<file path="config.mk">
export PLATFORM = sky130hd
export DESIGN_NAME = ysyx_22050612_wbu_flat
export DESIGN_NICKNAME = d
export VERILOG_FILES = /design/src/rtl/ysyx_22050612_wbu_if.sv /design/src/rtl/ysyx_22050612_wbu.sv /design/src/flat_wrapper.sv
export SDC_FILE = /design/constraint.sdc
export NUM_CORES = 1
export LEC_CHECK = 0
export CORE_ASPECT_RATIO = 1.5
export CORE_MARGIN = 2
export CORE_UTILIZATION = 43
export CTS_BUF_LIST = sky130_fd_sc_hd__clkbuf_4 sky130_fd_sc_hd__clkbuf_8 sky130_fd_sc_hd__clkbuf_16
export DETAILED_ROUTE_END_ITERATION = 12
export GPL_TIMING_DRIVEN = 0
export PLACE_DENSITY = 0.74
export RECOVER_POWER = 25
export SKIP_CTS_REPAIR_TIMING = 1
export SLEW_MARGIN = 25
export SYNTH_ARGS = -nofsm -noshare
export SYNTH_HDL_FRONTEND = slang
export SYNTH_SLANG_ARGS = --single-unit
</file>
<file path="constraint.sdc">
create_clock -name clk -period 2.7 [get_ports clk]
set_input_delay 0.405 -clock clk [delete_from_list [all_inputs] [get_ports clk]]
set_output_delay 0.405 -clock clk [all_outputs]
set_load 0.02 [all_outputs]
</file>
<file path="src/rtl/ysyx_22050612_wbu_if.sv">
`default_nettype none
// ============================================================================
//  Module   : ysyx_22050612_wbu_if
//  Purpose  : Bundles every signal of the write-back unit except clk/rst_n:
//             the ALU and LSU result channels, the load-issue notification,
//             the hazard-query ports and the register-file write port.
//  Modports : master - producer/consumer side (pipeline stages, regfile)
//             slave  - the write-back unit itself
//  Revision : 1.0  initial release
// ============================================================================
interface ysyx_22050612_wbu_if #(
  parameter int ADDR_WIDTH = 5,
  parameter int DATA_WIDTH = 64
);
  // ALU result channel
  logic                  alu_valid;
  logic                  alu_ready;
  logic [ADDR_WIDTH-1:0] alu_rd;
  logic [DATA_WIDTH-1:0] alu_data;
  // Load response channel
  logic                  lsu_valid;
  logic                  lsu_ready;
  logic [ADDR_WIDTH-1:0] lsu_rd;
  logic [DATA_WIDTH-1:0] lsu_data;
  // Load issue notification
  logic                  iss_valid;
  logic                  iss_ready;
  logic [ADDR_WIDTH-1:0] iss_rd;
  // Hazard query
  logic [ADDR_WIDTH-1:0] rs1;
  logic [ADDR_WIDTH-1:0] rs2;
  logic                  rs1_busy;
  logic                  rs2_busy;
  // Register-file write port and statistics
  logic                  wen;
  logic [ADDR_WIDTH-1:0] waddr;
  logic [DATA_WIDTH-1:0] wdata;
  logic [31:0]           wb_count;

  modport master (
    output alu_valid, alu_rd, alu_data,
    output lsu_valid, lsu_rd, lsu_data,
    output iss_valid, iss_rd,
    output rs1, rs2,
    input  alu_ready, lsu_ready, iss_ready,
    input  rs1_busy, rs2_busy,
    input  wen, waddr, wdata, wb_count
  );

  modport slave (
    input  alu_valid, alu_rd, alu_data,
    input  lsu_valid, lsu_rd, lsu_data,
    input  iss_valid, iss_rd,
    input  rs1, rs2,
    output alu_ready, lsu_ready, iss_ready,
    output rs1_busy, rs2_busy,
    output wen, waddr, wdata, wb_count
  );
endinterface
`default_nettype wire

</file>
<file path="src/rtl/ysyx_22050612_wbu.sv">
`default_nettype none
// ============================================================================
//  Module   : ysyx_22050612_wbu
//  Purpose  : Write-back unit. Arbitrates ALU and load results onto a single
//             registered register-file write port (load responses win),
//             tracks registers with an outstanding load in a pending
//             scoreboard, and answers rs1/rs2 hazard queries.
//  Ports    : clk    - single clock, rising edge
//             rst_n  - asynchronous active-low reset
//             bus    - ysyx_22050612_wbu_if.slave (handshakes, query, write)
//  Revision : 1.0  initial release
// ============================================================================
module ysyx_22050612_wbu #(
  parameter int ADDR_WIDTH = 5,
  parameter int DATA_WIDTH = 64
) (
  input  logic                      clk,
  input  logic                      rst_n,
  ysyx_22050612_wbu_if.slave        bus
);

  localparam int c_NREG = 2 ** ADDR_WIDTH;

  logic                  r_wen;
  logic [ADDR_WIDTH-1:0] r_waddr;
  logic [DATA_WIDTH-1:0] r_wdata;
  logic [31:0]           r_wb_count;
  logic [c_NREG-1:0]     r_pending;

  logic                  w_lsu_ready;
  logic                  w_alu_ready;
  logic                  w_iss_ready;
  logic                  w_lsu_fire;
  logic                  w_alu_fire;
  logic                  w_fire;
  logic [ADDR_WIDTH-1:0] w_rd;
  logic [DATA_WIDTH-1:0] w_data;
  logic                  w_rd_nz;
  logic                  w_iss_set;
  logic [c_NREG-1:0]     w_pending_nxt;

  // Readiness is tied to rst_n itself (not a registered copy) so that all
  // ready outputs are low while reset is held and the first transfer after
  // release is taken at the very first edge.
  assign w_lsu_ready = rst_n;
  assign w_alu_ready = rst_n & ~bus.lsu_valid;
  // Bit 0 of the scoreboard is never set, so rd==0 is always ready.
  assign w_iss_ready = rst_n & ~r_pending[bus.iss_rd];

  assign w_lsu_fire  = bus.lsu_valid & w_lsu_ready;
  assign w_alu_fire  = bus.alu_valid & w_alu_ready;
  assign w_fire      = w_lsu_fire | w_alu_fire;
  assign w_rd        = w_lsu_fire ? bus.lsu_rd   : bus.alu_rd;
  assign w_data      = w_lsu_fire ? bus.lsu_data : bus.alu_data;
  assign w_rd_nz     = (w_rd != '0);
  assign w_iss_set   = bus.iss_valid & w_iss_ready & (bus.iss_rd != '0);

  // Clear first, then set, so a same-edge issue to the register whose load
  // is returning leaves it pending. ALU writes never touch the scoreboard.
  always_comb begin
    w_pending_nxt = r_pending;
    if (w_lsu_fire) begin
      w_pending_nxt[bus.lsu_rd] = 1'b0;
    end
    if (w_iss_set) begin
      w_pending_nxt[bus.iss_rd] = 1'b1;
    end
    w_pending_nxt[0] = 1'b0;
  end

  always_ff @(posedge clk or negedge rst_n) begin
    if (!rst_n) begin
      r_wen      <= 1'b0;
      r_waddr    <= '0;
      r_wdata    <= '0;
      r_wb_count <= '0;
      r_pending  <= '0;
    end else begin
      r_wen     <= w_fire & w_rd_nz;
      r_pending <= w_pending_nxt;
      if (w_fire) begin
        r_waddr <= w_rd;
        r_wdata <= w_data;
      end
      if (w_fire && w_rd_nz) begin
        r_wb_count <= r_wb_count + 32'd1;
      end
    end
  end

  assign bus.lsu_ready = w_lsu_ready;
  assign bus.alu_ready = w_alu_ready;
  assign bus.iss_ready = w_iss_ready;
  assign bus.wen       = r_wen;
  assign bus.waddr     = r_waddr;
  assign bus.wdata     = r_wdata;
  assign bus.wb_count  = r_wb_count;

  // The registered write is visible to the regfile only at the next edge,
  // so a register being written this cycle is still reported busy.
  assign bus.rs1_busy = r_pending[bus.rs1] |
                        (r_wen && (r_waddr == bus.rs1) && (bus.rs1 != '0));
  assign bus.rs2_busy = r_pending[bus.rs2] |
                        (r_wen && (r_waddr == bus.rs2) && (bus.rs2 != '0));

endmodule
`default_nettype wire

</file>
<file path="src/flat_wrapper.sv">
// flat-port wrapper written by rule: the top's interface ports become plain ports
module ysyx_22050612_wbu_flat 
#(
  parameter int ADDR_WIDTH = 5,
  parameter int DATA_WIDTH = 64
)
  (clk, rst_n, bus_alu_valid, bus_alu_rd, bus_alu_data, bus_lsu_valid, bus_lsu_rd, bus_lsu_data, bus_iss_valid, bus_iss_rd, bus_rs1, bus_rs2, bus_alu_ready, bus_lsu_ready, bus_iss_ready, bus_rs1_busy, bus_rs2_busy, bus_wen, bus_waddr, bus_wdata, bus_wb_count);
  ysyx_22050612_wbu_if #(.ADDR_WIDTH(ADDR_WIDTH), .DATA_WIDTH(DATA_WIDTH)) bus_i ();
  input  logic clk;
  input  logic rst_n;
  input wire logic [$bits(bus_i.alu_valid)-1:0] bus_alu_valid;
  input wire logic [$bits(bus_i.alu_rd)-1:0] bus_alu_rd;
  input wire logic [$bits(bus_i.alu_data)-1:0] bus_alu_data;
  input wire logic [$bits(bus_i.lsu_valid)-1:0] bus_lsu_valid;
  input wire logic [$bits(bus_i.lsu_rd)-1:0] bus_lsu_rd;
  input wire logic [$bits(bus_i.lsu_data)-1:0] bus_lsu_data;
  input wire logic [$bits(bus_i.iss_valid)-1:0] bus_iss_valid;
  input wire logic [$bits(bus_i.iss_rd)-1:0] bus_iss_rd;
  input wire logic [$bits(bus_i.rs1)-1:0] bus_rs1;
  input wire logic [$bits(bus_i.rs2)-1:0] bus_rs2;
  output wire logic [$bits(bus_i.alu_ready)-1:0] bus_alu_ready;
  output wire logic [$bits(bus_i.lsu_ready)-1:0] bus_lsu_ready;
  output wire logic [$bits(bus_i.iss_ready)-1:0] bus_iss_ready;
  output wire logic [$bits(bus_i.rs1_busy)-1:0] bus_rs1_busy;
  output wire logic [$bits(bus_i.rs2_busy)-1:0] bus_rs2_busy;
  output wire logic [$bits(bus_i.wen)-1:0] bus_wen;
  output wire logic [$bits(bus_i.waddr)-1:0] bus_waddr;
  output wire logic [$bits(bus_i.wdata)-1:0] bus_wdata;
  output wire logic [$bits(bus_i.wb_count)-1:0] bus_wb_count;
  assign bus_i.alu_valid = bus_alu_valid;
  assign bus_i.alu_rd = bus_alu_rd;
  assign bus_i.alu_data = bus_alu_data;
  assign bus_i.lsu_valid = bus_lsu_valid;
  assign bus_i.lsu_rd = bus_lsu_rd;
  assign bus_i.lsu_data = bus_lsu_data;
  assign bus_i.iss_valid = bus_iss_valid;
  assign bus_i.iss_rd = bus_iss_rd;
  assign bus_i.rs1 = bus_rs1;
  assign bus_i.rs2 = bus_rs2;
  assign bus_alu_ready = bus_i.alu_ready;
  assign bus_lsu_ready = bus_i.lsu_ready;
  assign bus_iss_ready = bus_i.iss_ready;
  assign bus_rs1_busy = bus_i.rs1_busy;
  assign bus_rs2_busy = bus_i.rs2_busy;
  assign bus_wen = bus_i.wen;
  assign bus_waddr = bus_i.waddr;
  assign bus_wdata = bus_i.wdata;
  assign bus_wb_count = bus_i.wb_count;
  ysyx_22050612_wbu #(.ADDR_WIDTH(ADDR_WIDTH), .DATA_WIDTH(DATA_WIDTH)) u_core (.clk(clk), .rst_n(rst_n), .bus(bus_i));
endmodule
</file>
==> flow_summary_export.csv <==
group,metric,value,unit
status,status,"complete, but fails checks",
status,failed_checks,"max-capacitance violations, max-slew violations",
global_routing,grt_pass1_vias,6464,
placed_design,dp_hpwl,17.4,mm
setup_path,critical_path_class,"primary input to output port",
die,die_h,161,um
global_routing,grt_pass1_wl,35.7,mm
logic_synthesis,netlist_instances,688,
logic_synthesis,yosysTopAreaCell,"dfrtp_1",
route,vias_per_cell,5.52,
power,leakage,4.41,nW
die,die_w,109,um
sta,setup-tns-final,0,ns
logic_synthesis,synth.top_cell.area_share,47.1,%
logic_synthesis,post-synth-top-count-cell,"dfrtp_1",
placed_design,io_buffers,255,
cells_and_area,final_cells,1187,
cells_and_area,syn_to_final_growth,49.9,%
setup_path,required,2.30,ns
logic_synthesis,syn_nets,847,
cells_and_area,fillers,1347,
logic_synthesis,ys_ff_latch,133,
sta,fmax,0.375,GHz
setup_path,end_kind,"output port",
clock_tree,clk_path_buf_depth,2,
route,wl,23.4,mm
logic_synthesis,synth_edf_count,0,
sta,fin_skew,0.00789,ns
logic_synthesis,syn_area_per_cell,10.3,um2
placed_design,place_congestion,0.924,
route,vias,6549,
setup_path,cp_max_fo,7,
clock_tree,path_clk_slew,0.07,ns
clock_tree,root_buffer,"clkbuf_16",
cells_and_area,drive_gt1_share,9.79,%
worst_hold_path,hp-class,"primary input to async pin",
cells_and_area,nets,1127,
global_routing,grt_max_degree,92,
logic_synthesis,syn-cell-area,0.00707,mm2
route,drtIter0Drc,364,
sta,hold_violations,0,
sta,finalSetupViolCount,0,
logic_synthesis,ys_top_cells_by_area,"dfrtp_1 47%, mux2i_1 12%, o21ai_0 7.9%, mux4_2 5.1%, nand2_1 4.8%",
logic_synthesis,synthTopCellsByCount,"133 x dfrtp_1, 111 x o21ai_0, 91 x nand2_1, 83 x mux2i_1, 27 x clkbuf_1",
sta,period_needed,2.67,ns
route,wl_per_cell,19.7,um
die,die_area,0.0175,mm2
sta,holdWs,0.159,ns
sta,slew_viol_final,93,
placed_design,dp_cells,1150,
die,core_area,0.0161,mm2
power,p_per_area,622,mW/mm2
clock_tree,cts_tree,"yes",
sta,slew_headroom,-39.2,%
route,drt-pass1-iter-count,6,
global_routing,antenna_found_initial,0,
logic_synthesis,synth_seq_area_share,47.1,%
logic_synthesis,synthFlopType,"dfrtp_1",
cells_and_area,antenna_cells,0,
clock_tree,htreeDepth,4,
sta,tightest_slew,2.09,ns
clock_tree,clock_latency,0.41,ns
route,ant_nets,0,
setup_path,worstSetupStartpointType,"primary input",
global_routing,grt-ovfl-total,0,
setup_path,arrival,2.26,ns
route,drc,0,
sta,min_period_over_period,98.8,%
die,rows,57,
logic_synthesis,synthArstFlopShare,100,%
die,io_pins,265,
global_routing,grtUsageTotal,26.7,%
power,ir_drop,0.401,mV
sta,rsz0062_at_grt,"true",
clock_tree,cts_made_buffers,17,
logic_synthesis,yosys_warnings,0,
clock_tree,cts.sinks,133,
logic_synthesis,synth_cell_types,48,
die,initial_core_util,43.8,%
run,maxCapViolCount,2,
## cells in the final DEF, fill, tap and decap left out, types with 3 or more instances in the layout
cell type / synthesis / final
o41ai_1: 3 / 3
mux4_2: 16 / 16
nand3b_1: 7 / 7
o21ai_0: 111 / 111
clkbuf_2: 0 / 7
o31ai_1: 16 / 16
a21oi_1: 7 / 7
nand2_1: 91 / 91
clkbuf_1: 27 / 21
and3_1: 7 / 7
buf_4: 2 / 8
nor2_1: 17 / 17
nand3_1: 18 / 18
inv_1: 8 / 8
a211oi_1: 3 / 3
xor2_1: 14 / 14
nor4_1: 3 / 3
o21ai_1: 5 / 4
nand2b_1: 4 / 4
o22ai_1: 3 / 3
xnor2_1: 25 / 25
clkdlybuf4s50_1: 0 / 249
and4_1: 5 / 5
buf_2: 16 / 13
or3_1: 8 / 7
dfrtp_1: 133 / 133
clkbuf_16: 0 / 17
mux2i_1: 83 / 83
nand4_1: 15 / 15
inv_8: 0 / 5
mux2_2: 6 / 6
nor3_1: 8 / 7
inv_6: 0 / 5
and2_1: 4 / 4
dlymetal6s2s_1: 0 / 3
## flip-flops by register name, summed over array words and instances (netlist names)
register and flops:
u_core.bus.wdata 64, u_core.bus.wb_count 32, u_core.r_pending 31, u_core.bus.waddr 5
u_core.bus.wen 1
## layer usage
| metal | up-vias | routed length [um] | global-route usage (%) |
|---|---|---|---|
| li1 | 3055 | - | - |
| met1 | 3178 | 9320 | 33.2 |
| met2 | 275 | 11900 | 45.6 |
| met3 | 41 | 1600 | 6.38 |
| met4 | 0 | 559 | 8.10 |
| met5 | - | 0 | 0 |
## area by class of cell
cell class	instances	area, um2	area share (%)
Tap cell	206	258	2.43
Sequential cell	133	3330	31.4
Buffer	45	221	2.09
Multi-Input combinational cell	502	3540	33.5
Clock inverter	15	160	1.51
Clock buffer	17	425	4.02
Inverter	8	30.0	0.284
Timing Repair Buffer	261	2620	24.8
## logic make-up after synthesis
logic type | synth area share (%)
simple gates | 14.0
flops | 47.1
fa+ha+maj | 0.177
mux | 17.8
compound gates | 12.8
buf+inv | 3.21
xor+xnor | 4.83
## final timing paths
| path | endpoint | slack (ns) | cells past startpoint | from |
|---|---|---|---|---|
| max | bus_rs1_busy | 0.03 | 7 | bus_rs1[2] |
| min | u_core.bus.wdata[60] | 0.16 | 2 | rst_n |
| max reg2reg | u_core.bus.wb_count[24] | 0.62 | 7 | u_core.bus.wb_count[3] |
| min reg2reg | u_core.bus.wb_count[31] | 0.47 | 1 | u_core.bus.wb_count[31] |
| max in group asynchronous | u_core.bus.wdata[4] | 0.47 | 2 | rst_n |
| min in group clk | u_core.bus.wb_count[31] | 0.47 | 1 | u_core.bus.wb_count[31] |
## worst max-delay path: stages
cell             delay (ns)
clkdlybuf4s50_1        0.55
buf_6                  0.17
mux4_2                 0.49
mux2_2                 0.28
nand3b_1               0.08
o2111ai_1              0.11
clkbuf_2               0.18
## per-stage QoR
| stage | power, mW | setup WS [ns] | area, um2 | utilization [%] |
|---|---|---|---|---|
| after global placement | 4.26 | -6.16 | 9880 | 61.3 |
| after floorplan | 3.36 | 0.277 | 7070 | - |
| after CTS | 6.60 | -0.774 | 10500 | 65.1 |
| after detailed placement | 4.29 | -0.773 | 9910 | 61.5 |
| final | 6.59 | 0.0313 | 10600 | 65.7 |
| after global routing | 6.88 | -0.0565 | 10600 | 65.7 |
## report_power, final
group	internal [mW]	leakage, nW	total (mW)	switching (mW)
sequential	2.27	1.68	2.54	0.272
clock	1.32	0.289	2.31	0.993
combinational	0.890	2.44	1.74	0.849
total	4.48	4.41	6.59	2.11
(Power assumes the default switching activity.)
